--- config.mk ---
export PLATFORM = sky130hd
export DESIGN_NAME = pipe_skid_stage
export DESIGN_NICKNAME = d
export VERILOG_FILES = /design/src/rtl/pipe_pkg.sv /design/src/rtl/pipe_skid_stage.sv
export SDC_FILE = /design/constraint.sdc
export NUM_CORES = 1
export LEC_CHECK = 0
export BUFFER_PORTS_ARGS = -buffer_cell sky130_fd_sc_hd__buf_2
export CAP_MARGIN = 15
export CORE_ASPECT_RATIO = 0.9
export CORE_MARGIN = 4
export CORE_UTILIZATION = 54
export DETAILED_ROUTE_END_ITERATION = 10
export HOLD_SLACK_MARGIN = 0.08
export PLACE_DENSITY = 0.8
export SYNTH_ARGS = -nofsm -noshare
export SYNTH_HDL_FRONTEND = slang
export SYNTH_SLANG_ARGS = --single-unit
export TNS_END_PERCENT = 5
--- constraint.sdc ---
create_clock -name clk -period 7.1 [get_ports clk]
set_input_delay 0.71 -clock clk [delete_from_list [all_inputs] [get_ports clk]]
set_output_delay 0.71 -clock clk [all_outputs]
set_load 0.01 [all_outputs]
--- src/rtl/pipe_pkg.sv ---
// Shared pipeline-register definitions: skid state encoding and default field widths.
// Every per-stage register (IF/ID, ID/EX, EX/MEM, MEM/WB) draws its widths from here.
package pipe_pkg;

   localparam int PIPE_CTRL_W = 4;
   localparam int PIPE_DATA_W = 69;
   localparam int PIPE_CNT_W  = 16;

   typedef enum logic [1:0] {
      ST_EMPTY = 2'd0,
      ST_ONE   = 2'd1,
      ST_TWO   = 2'd2
   } skid_state_e;

endpackage

--- src/rtl/pipe_skid_stage.sv ---
// Two-entry skid pipeline register with flush and saturating stall statistics.
// in_ready is a flop, so downstream out_ready never reaches the upstream stage combinationally.
module pipe_skid_stage
   import pipe_pkg::*;
#(
   parameter int CTRL_W = PIPE_CTRL_W,
   parameter int DATA_W = PIPE_DATA_W,
   parameter int CNT_W  = PIPE_CNT_W
) (
   input  logic              clk,
   input  logic              rst,
   input  logic              in_valid,
   output logic              in_ready,
   input  logic [CTRL_W-1:0] in_ctrl,
   input  logic [DATA_W-1:0] in_data,
   input  logic              flush,
   output logic              out_valid,
   input  logic              out_ready,
   output logic [CTRL_W-1:0] out_ctrl,
   output logic [DATA_W-1:0] out_data,
   output logic [CNT_W-1:0]  stall_cnt,
   output skid_state_e       state_dbg
);

   // Handshake: an entry moves on any cycle where valid and ready are both 1 at the
   // rising edge; valid never depends on ready, and in_ready never depends on out_ready.

   localparam logic [CNT_W-1:0] CNT_MAX = '1;

   skid_state_e       state;
   logic              in_ready_r;
   logic              out_valid_r;
   logic [CTRL_W-1:0] out_ctrl_r;
   logic [DATA_W-1:0] out_data_r;
   logic [CTRL_W-1:0] skid_ctrl;
   logic [DATA_W-1:0] skid_data;
   logic [CNT_W-1:0]  stall_r;
   logic              accept;
   logic              xfer;

   assign accept = in_valid && in_ready_r;
   assign xfer   = out_valid_r && out_ready;

   always_ff @(posedge clk or posedge rst) begin
      if (rst) begin
         state       <= ST_EMPTY;
         in_ready_r  <= 1'b0;
         out_valid_r <= 1'b0;
         out_ctrl_r  <= '0;
         out_data_r  <= '0;
         skid_ctrl   <= '0;
         skid_data   <= '0;
      end else if (flush) begin
         state       <= ST_EMPTY;
         in_ready_r  <= 1'b1;
         out_valid_r <= 1'b0;
         out_ctrl_r  <= '0;
      end else begin
         case (state)
            ST_EMPTY: begin
               in_ready_r <= 1'b1;
               if (accept) begin
                  state       <= ST_ONE;
                  out_valid_r <= 1'b1;
                  out_ctrl_r  <= in_ctrl;
                  out_data_r  <= in_data;
               end
            end
            ST_ONE: begin
               if (accept && xfer) begin
                  out_ctrl_r <= in_ctrl;
                  out_data_r <= in_data;
               end else if (accept) begin
                  // Output is stuck: park the newcomer and stop the upstream.
                  state      <= ST_TWO;
                  in_ready_r <= 1'b0;
                  skid_ctrl  <= in_ctrl;
                  skid_data  <= in_data;
               end else if (xfer) begin
                  state       <= ST_EMPTY;
                  out_valid_r <= 1'b0;
                  out_ctrl_r  <= '0;
               end
            end
            ST_TWO: begin
               if (xfer) begin
                  state      <= ST_ONE;
                  in_ready_r <= 1'b1;
                  out_ctrl_r <= skid_ctrl;
                  out_data_r <= skid_data;
               end
            end
            default: begin
               state       <= ST_EMPTY;
               in_ready_r  <= 1'b1;
               out_valid_r <= 1'b0;
               out_ctrl_r  <= '0;
            end
         endcase
      end
   end

   // Statistics survive flush; only reset clears them.
   always_ff @(posedge clk or posedge rst) begin
      if (rst) begin
         stall_r <= '0;
      end else if (out_valid_r && !out_ready && (stall_r != CNT_MAX)) begin
         stall_r <= stall_r + 1'b1;
      end
   end

   assign in_ready  = in_ready_r;
   assign out_valid = out_valid_r;
   assign out_ctrl  = out_ctrl_r;
   assign out_data  = out_data_r;
   assign stall_cnt = stall_r;
   assign state_dbg = state;

endmodule

==> out/results.ini, run 1 <==
[finish]
finalInstanceArea_mm2 = 0.00917
diodes = 0
drive_gt1_frac = 0.436
fill_cells = 1075
area_growth_pct = 18.7
layout_commonest_cell = nand2_1
fin_nets = 883
final_util = 0.655
layout_common_cells = 216 x nand2_1, 170 x buf_2, 166 x dfrtp_1
fin_cells = 1010

[route]
vias_per_cell = 5.20
wirelength_um = 16300
wl_per_cell_um = 16.1
ant_nets = 0
vias = 5255
drt-initial-drc-count = 337
drcViolationCount = 0
dr.pass1.iters = 4

[grt]
first_global_vias = 5323
antenna_found_initial = 3
grt_use_total = 0.208
grt_first_pass_wirelength_um = 26600
grt_max_degree = 91
gr-total-overflow = 0

[critical_path]
crit_required_ps = 7390
crit_buf_inv = 1
slowest_stage = a21oi_4
path_cells = and3b_1 > nand2_1 > a21oi_4 > buf_4 > mux2_2
r2r_setup_slack_ps = 4100
cp_max_fo = 36
startpoint_type = flop
max_stage_delay_ps = 910
critPathKind = flop to flop
crit_family = compound AO/OA/AOI/OAI gates
end_kind = flop
critical_path_arrival_ps = 3290

[clocking]
tritoncts = done
root_buffer = clkbuf_16
path_clk_slew_ps = 60
clk_latency_ps = 420
cts_buffers = 17
cts.path.max_buffers = 2
post-cts-setup-buffers = 0
ctsHoldBuffers = 0
clkSinkCount = 166
cts_max_level = 4
cts.repair.resized = 0

[pwr]
p_total_mw = 3.15
ir_worst_vdd_mv = 0.186
p_comb_frac = 0.255
powerDensity_mw_per_mm2 = 344
p_sw_uw = 883
power.leakage_nw = 4.79
clock_power_share = 0.282
intPower_mw = 2.27
p_seq_frac = 0.463
switching_share = 0.280

[placement]
post_dp_cell_area_mm2 = 0.00860
gp_congestion = 0.773
dpl.hpwl_um = 10500
dpl_worst_slack_ps = 3850
placed_cells = 978
io_buffers = 170

[yosys]
syn_inst = 646
synthArstFlopShare = 1.00
ys_warn_count = 0
ys_types = 42
ys.flop_type = dfrtp_1
synth_area_mm2 = 0.00772
yosysSeqAreaShare = 0.538
synth_area_per_cell_um2 = 12.0
ys_seq_elements = 166
syn-num-nets = 725
synth_edf_count = 0

[floorplanning]
start_util = 0.552
io_pins = 171
core_area_mm2 = 0.0140
num_rows = 41
dieArea_mm2 = 0.0163
dieHeight_um = 121
die_w_um = 134

[timing]
tightest_slew_ps = 1170
tns_ps = 0
fin_skew_ps = 6.88
setup_violations = 0
rsz0062_at_grt = false
fin_ws_ps = 4100
finalCritPeriodShare = 0.422
hold_viol = 0
min_period_ps = 3000
clock.fmax_mhz = 334
relSlewSlack = 0.216
slew_violations = 0
timing.hold.ws_ps = 433

[flow_run]
max_cap_violations = 0

[min_path]
min_path_type = input port to async pin

[outcome]
outcome = completed

## cell usage after synthesis, types with 2 or more instances
cell / count / area [µm²]
buf_2: 8 / 40.0
buf_1: 2 / 7.51
nand2b_1: 2 / 12.5
a22o_1: 8 / 70.1
dfrtp_1: 166 / 4150
mux2_4: 70 / 1050
o211ai_1: 3 / 22.5
a21oi_1: 8 / 40.0
clkbuf_1: 16 / 60.1
nor2_1: 4 / 15.0
buf_12: 7 / 140
nand3b_1: 4 / 30.0
xor2_1: 8 / 70.1
nor4_1: 3 / 18.8
nand2_1: 216 / 811
xnor2_1: 6 / 52.6
nor3_1: 6 / 30.0
nand4_1: 6 / 37.5
inv_1: 2 / 7.51
nand3_1: 5 / 25.0
o21bai_1: 2 / 15.0
mux2_2: 73 / 822
nor2b_1: 2 / 12.5
## registers in the layout, summed over array words and instances, names as in the netlist
register   cells
state_dbg      2
skid_ctrl      4
out_valid      1
out_data      69
out_ctrl       4
stall_cnt     16
skid_data     69
in_ready       1
## cell type report
class	count	area [µm²]	share of cell area
timing repair buffer	175	888	0.0969
clock inverter	12	128	0.0139
clock buffer	20	447	0.0487
inverter	2	12.5	0.00136
sequential	166	4150	0.453
tap	193	241	0.0263
multi-input combinational	442	3300	0.360
## power groups by stage
stage	logic (mW)	registers, mW	clock network, mW
6_report	0.803	1.46	0.890
3_3_place_gp	0.784	1.45	0
4_1_cts	0.815	1.46	0.908
5_1_grt	0.871	1.50	0.953
3_5_place_dp	0.809	1.46	0
2_1_floorplan	0.499	1.49	0
## final timing paths
kind	to	startpoint	cells past startpoint
worst max-delay path	out_data[34]	state_dbg[1]	5
worst min-delay path	out_data[43]	rst	2
worst max register to register	out_data[34]	state_dbg[1]	5
worst min register to register	out_data[48]	out_data[48]	1
max in group asynchronous	skid_data[46]	rst	3
min in group clk	out_data[48]	out_data[48]	1
## layer usage
metal	wire length (µm)	up-vias	global-route usage	part of all wire
met4	175	6	0.0649	0.011
met2	7440	155	0.325	0.46
met3	1020	20	0.0618	0.063
li1	-	2475	-	-
met1	7620	2599	0.281	0.47
met5	47	-	0	0.0029
## cells by family after synthesis
logic type	after synthesis	synth area share
xor+xnor	14	0.0159
buf+inv	38	0.0374
mux	143	0.242
flops	166	0.538
compound gates	26	0.0243
simple gates	258	0.141
fa+ha+maj	1	0.00162
No activity file was read; power rests on OpenSTA's default activity.
==> run 2, diff against run 1 <==
- CORE_UTILIZATION: 54 -> 49
- PLACE_DENSITY: 0.8 -> 0.76
- clock period: 7.1 -> 2.7 ns (I/O delays scaled with it)
==> out/results.ini, run 2 (synthesis gave the netlist of run 1 again) <==
[placement]
io_buffers = 170
dpl_worst_slack_ps = 652
placed_cells = 990
dpl.hpwl_um = 10400
post_dp_cell_area_mm2 = 0.00865
gp_congestion = 0.783

[finish]
fill_cells = 1252
area_growth_pct = 21.7
finalInstanceArea_mm2 = 0.00940
fin_nets = 899
fin_cells = 1034
layout_commonest_cell = nand2_1
layout_common_cells = 216 x nand2_1, 170 x buf_2, 166 x dfrtp_1
final_util = 0.609
drive_gt1_frac = 0.430
diodes = 0

[timing]
setup_violations = 0
finalCritPeriodShare = 0.767
min_period_ps = 2070
clock.fmax_mhz = 483
hold_viol = 0
relSlewSlack = 0.383
fin_skew_ps = 12.6
slew_violations = 0
tightest_slew_ps = 926
rsz0062_at_grt = false
tns_ps = 0
fin_ws_ps = 629

[clocking]
tritoncts = done
clkSinkCount = 166
cts_buffers = 17
clk_latency_ps = 420
path_clk_slew_ps = 70
cts.path.max_buffers = 2
root_buffer = clkbuf_16
cts_max_level = 4

[route]
drt-initial-drc-count = 232
dr.pass1.iters = 4
wirelength_um = 16400
vias = 5256
ant_nets = 0
wl_per_cell_um = 15.9
vias_per_cell = 5.08
drcViolationCount = 0

[floorplanning]
die_w_um = 140
start_util = 0.500
io_pins = 171
core_area_mm2 = 0.0154
dieHeight_um = 127
dieArea_mm2 = 0.0178
num_rows = 43

[grt]
first_global_vias = 5339
grt_max_degree = 167
gr-total-overflow = 0
antenna_found_initial = 0
grt_first_pass_wirelength_um = 27200
grt_use_total = 0.187

[critical_path]
end_kind = flop
cp_max_fo = 39
critical_path_arrival_ps = 2370
startpoint_type = flop
slowest_stage = or4_4
crit_required_ps = 3000
max_stage_delay_ps = 510
path_cells = and2_4 > or4_4 > buf_4 > mux2_4
critPathKind = flop to flop

[min_path]
min_path_type = input port to async pin

[pwr]
power.leakage_nw = 4.88
ir_worst_vdd_mv = 0.587
powerDensity_mw_per_mm2 = 905

[flow_run]
max_cap_violations = 0

[outcome]
outcome = completed

-- run 2: stage by stage --
stage	total power [mW]	hold slack, ps
4_1_cts	8.59	80.5
3_3_place_gp	5.88	481
2_1_floorplan	5.24	419
3_5_place_dp	5.97	484
5_1_grt	8.96	83.6
6_report	8.51	75.4
-- run 2: path summary, 6_finish.rpt --
| kind | startpoint | endpoint | slack [ps] | cells after the start |
|---|---|---|---|---|
| setup / recovery | out_valid | skid_data[13] | 630 | 4 |
| hold / removal | rst | out_data[36] | 80 | 3 |
| setup reg to reg | out_valid | skid_data[13] | 630 | 4 |
| hold reg to reg | stall_cnt[7] | stall_cnt[7] | 490 | 1 |
| max in group asynchronous | rst | stall_cnt[0] | 1900 | 3 |
| min in group clk | in_data[66] | skid_data[66] | 100 | 2 |
-- run 2: repair_timing --
| action | CTS | global route |
|---|---|---|
| resized for setup | 0 | 0 |
| hold endpoints to repair | 13 | 0 |
| hold buffers | 13 | 0 |
| setup buffers | 0 | 0 |
-- run 2: layer usage --
layer / global-route usage / vias up / share of wire
li1: - / 2509 / -
met1: 0.255 / 2590 / 0.46
met2: 0.292 / 143 / 0.46
met3: 0.0565 / 14 / 0.068
met4: 0.0530 / 0 / 0.011
met5: 0 / - / 0
-- run 2: critical path: cells and delay by family, from the launching register on --
kind / cells / cell delay [ps]
buffers and inverters: 1 / 350
and+or+nand+nor: 2 / 720
muxes: 1 / 390
DFF: 1 / 440
-- run 2: final cells by class --
type                            count  area (µm²)  area share
Sequential cell                   166        4150       0.442
Clock inverter                     11         171      0.0182
Tap cell                          202         253      0.0269
Clock buffer                       20         447      0.0475
Timing Repair Buffer              191        1070       0.113
Inverter                            2        11.3     0.00120
Multi-Input combinational cell    442        3300       0.351
-- run 2: power by group --
group          switching, mW  internal [mW]  total (mW)
combinational          0.835           1.28        2.12
clock                  0.982           1.57        2.55
sequential             0.510           3.33        3.84
total                   2.33           6.18        8.51
==> run 3, diff against run 2 <==
- clock period: 2.7 -> 1.7 ns (I/O delays scaled with it)
==> out/results.ini, run 3 (synthesis gave the netlist of run 1 again) <==
[route]
wl_met1_um = 8240
ant_nets = 0
top_layer = met4
wl_met2_um = 9320
wl_met3_um = 1140
vias_per_cell = 4.99
drcViolationCount = 0
drt-initial-drc-count = 284
wirelength_um = 18800
dr.pass1.iters = 6
wl_per_cell_um = 16.6
vias = 5654

[finish]
fill_cells = 1097
layout_commonest_cell = nand2_1
drive_gt1_frac = 0.430
fin_nets = 998
layout_common_cells = 215 x nand2_1, 170 x buf_2, 163 x dfrtp_1
finalInstanceArea_mm2 = 0.0105
diodes = 0
area_growth_pct = 35.6
fin_cells = 1134

[floorplanning]
die_w_um = 140
dieArea_mm2 = 0.0178
start_util = 0.500
io_pins = 171
num_rows = 43
core_area_mm2 = 0.0154
dieHeight_um = 127

[outcome]
outcome = finished, violations left
violations = negative setup slack

[min_path]
hold_start = in_valid
worst_hold_path.num_cells = 4
min_to = in_ready
min_path_type = input port to flop

[pwr]
ir_worst_vdd_mv = 0.942
powerDensity_mw_per_mm2 = 1320
p_total_mw = 13.8
power.leakage_nw = 5.38

[timing]
clock.fmax_mhz = 560
min_period_ps = 1790
fin_skew_ps = 9.23
slew_violations = 0
fin_ws_ps = -86.4
tightest_slew_ps = 491
relSlewSlack = 0.673
setup_violations = 117
hold_viol = 0
finalCritPeriodShare = 1.05
rsz0062_at_grt = true

[critical_path]
cp-startpoint = out_valid
crit_required_ps = 2000
r2r-start = out_valid
critical_path_arrival_ps = 2080
critPathKind = flop to flop
rr_endpoint = skid_data[53]
ff2ff_path_depth = 4
cp_max_fo = 38
startpoint_type = flop
end_kind = flop
r2r_setup_slack_ps = -90

[grt]
antenna_found_initial = 0
gr-total-overflow = 0
grt_first_pass_wirelength_um = 30000
grt_max_degree = 90
grt_use_total = 0.207
first_global_vias = 5943

[placement]
dpl.hpwl_um = 11100
post_dp_cell_area_mm2 = 0.00895
gp_congestion = 0.763
io_buffers = 170
placed_cells = 1019

[clocking]
path_clk_slew_ps = 60
clk_latency_ps = 410
cts.path.max_buffers = 2
cts_buffers = 17
tritoncts = done
clkSinkCount = 166
cts_max_level = 4
root_buffer = clkbuf_16

[flow_run]
max_cap_violations = 0

-- run 3: cell types whose count changed in the layout (fill, tap and decap cells not counted), moves of 3 or more --
cell | before | now
buf_6 | 0 | 3
buf_12 | 2 | 9
dlygate4sd3_1 | 13 | 75
dfrtp_2 | 0 | 3
dfrtp_1 | 166 | 163
clkbuf_16 | 17 | 20
buf_4 | 6 | 30
-- run 3: worst max-delay path by stage --
stage | end | slack (ps)
after floorplan | in_ready | -580
after global placement | skid_data[17] | -60
after detailed placement | out_data[51] | -90
after CTS | skid_data[52] | -80
after global routing | skid_data[53] | -130
final | skid_data[53] | -90
-- run 3: repair_timing --
action,4_1_cts,5_1_grt
setup buffers,0,3
pin swaps,0,4
gates cloned,0,5
endpoints found under the setup margin,142,149
hold buffers,75,0
resized for setup,2,11
hold endpoints to repair,250,0
-- run 3: cell type report --
type | count | area, µm² | share of cell area
Clock inverter | 8 | 121 | 0.0116
Sequential cell | 166 | 4160 | 0.397
Clock buffer | 24 | 482 | 0.0460
Tap cell | 202 | 253 | 0.0241
Multi-Input combinational cell | 442 | 3330 | 0.318
Inverter | 2 | 11.3 | 0.00108
Timing Repair Buffer | 290 | 2120 | 0.202
-- run 3: routing by layer --
layer,vias up,GRT usage
li1,2719,-
met2,151,0.339
met1,2769,0.272
met3,15,0.0576
met5,-,0
met4,0,0.0587
-- run 3: per-stage QoR --
stage	setup TNS, ps	hold WS, ps	utilization	setup WS, ps
2_1_floorplan	-123840	319	-	-583
3_3_place_gp	-5910	351	0.579	-56.6
3_5_place_dp	-8210	355	0.579	-87.3
4_1_cts	-7280	141	0.668	-82.7
5_1_grt	-12140	183	0.678	-134
6_report	-6750	178	0.678	-86.4
-- run 3: report_power, final --
| part | switching (mW) | internal (mW) | total (mW) |
|---|---|---|---|
| Combinational | 1.51 | 2.32 | 3.83 |
| Sequential | 0.784 | 5.29 | 6.07 |
| Clock | 1.49 | 2.43 | 3.91 |
-- run 3: critical path, stage by stage (launching register included) --
cell and delay [ps]:
dfrtp_1 370, and2_4 160, or4_4 550, buf_12 220, mux2_4 330
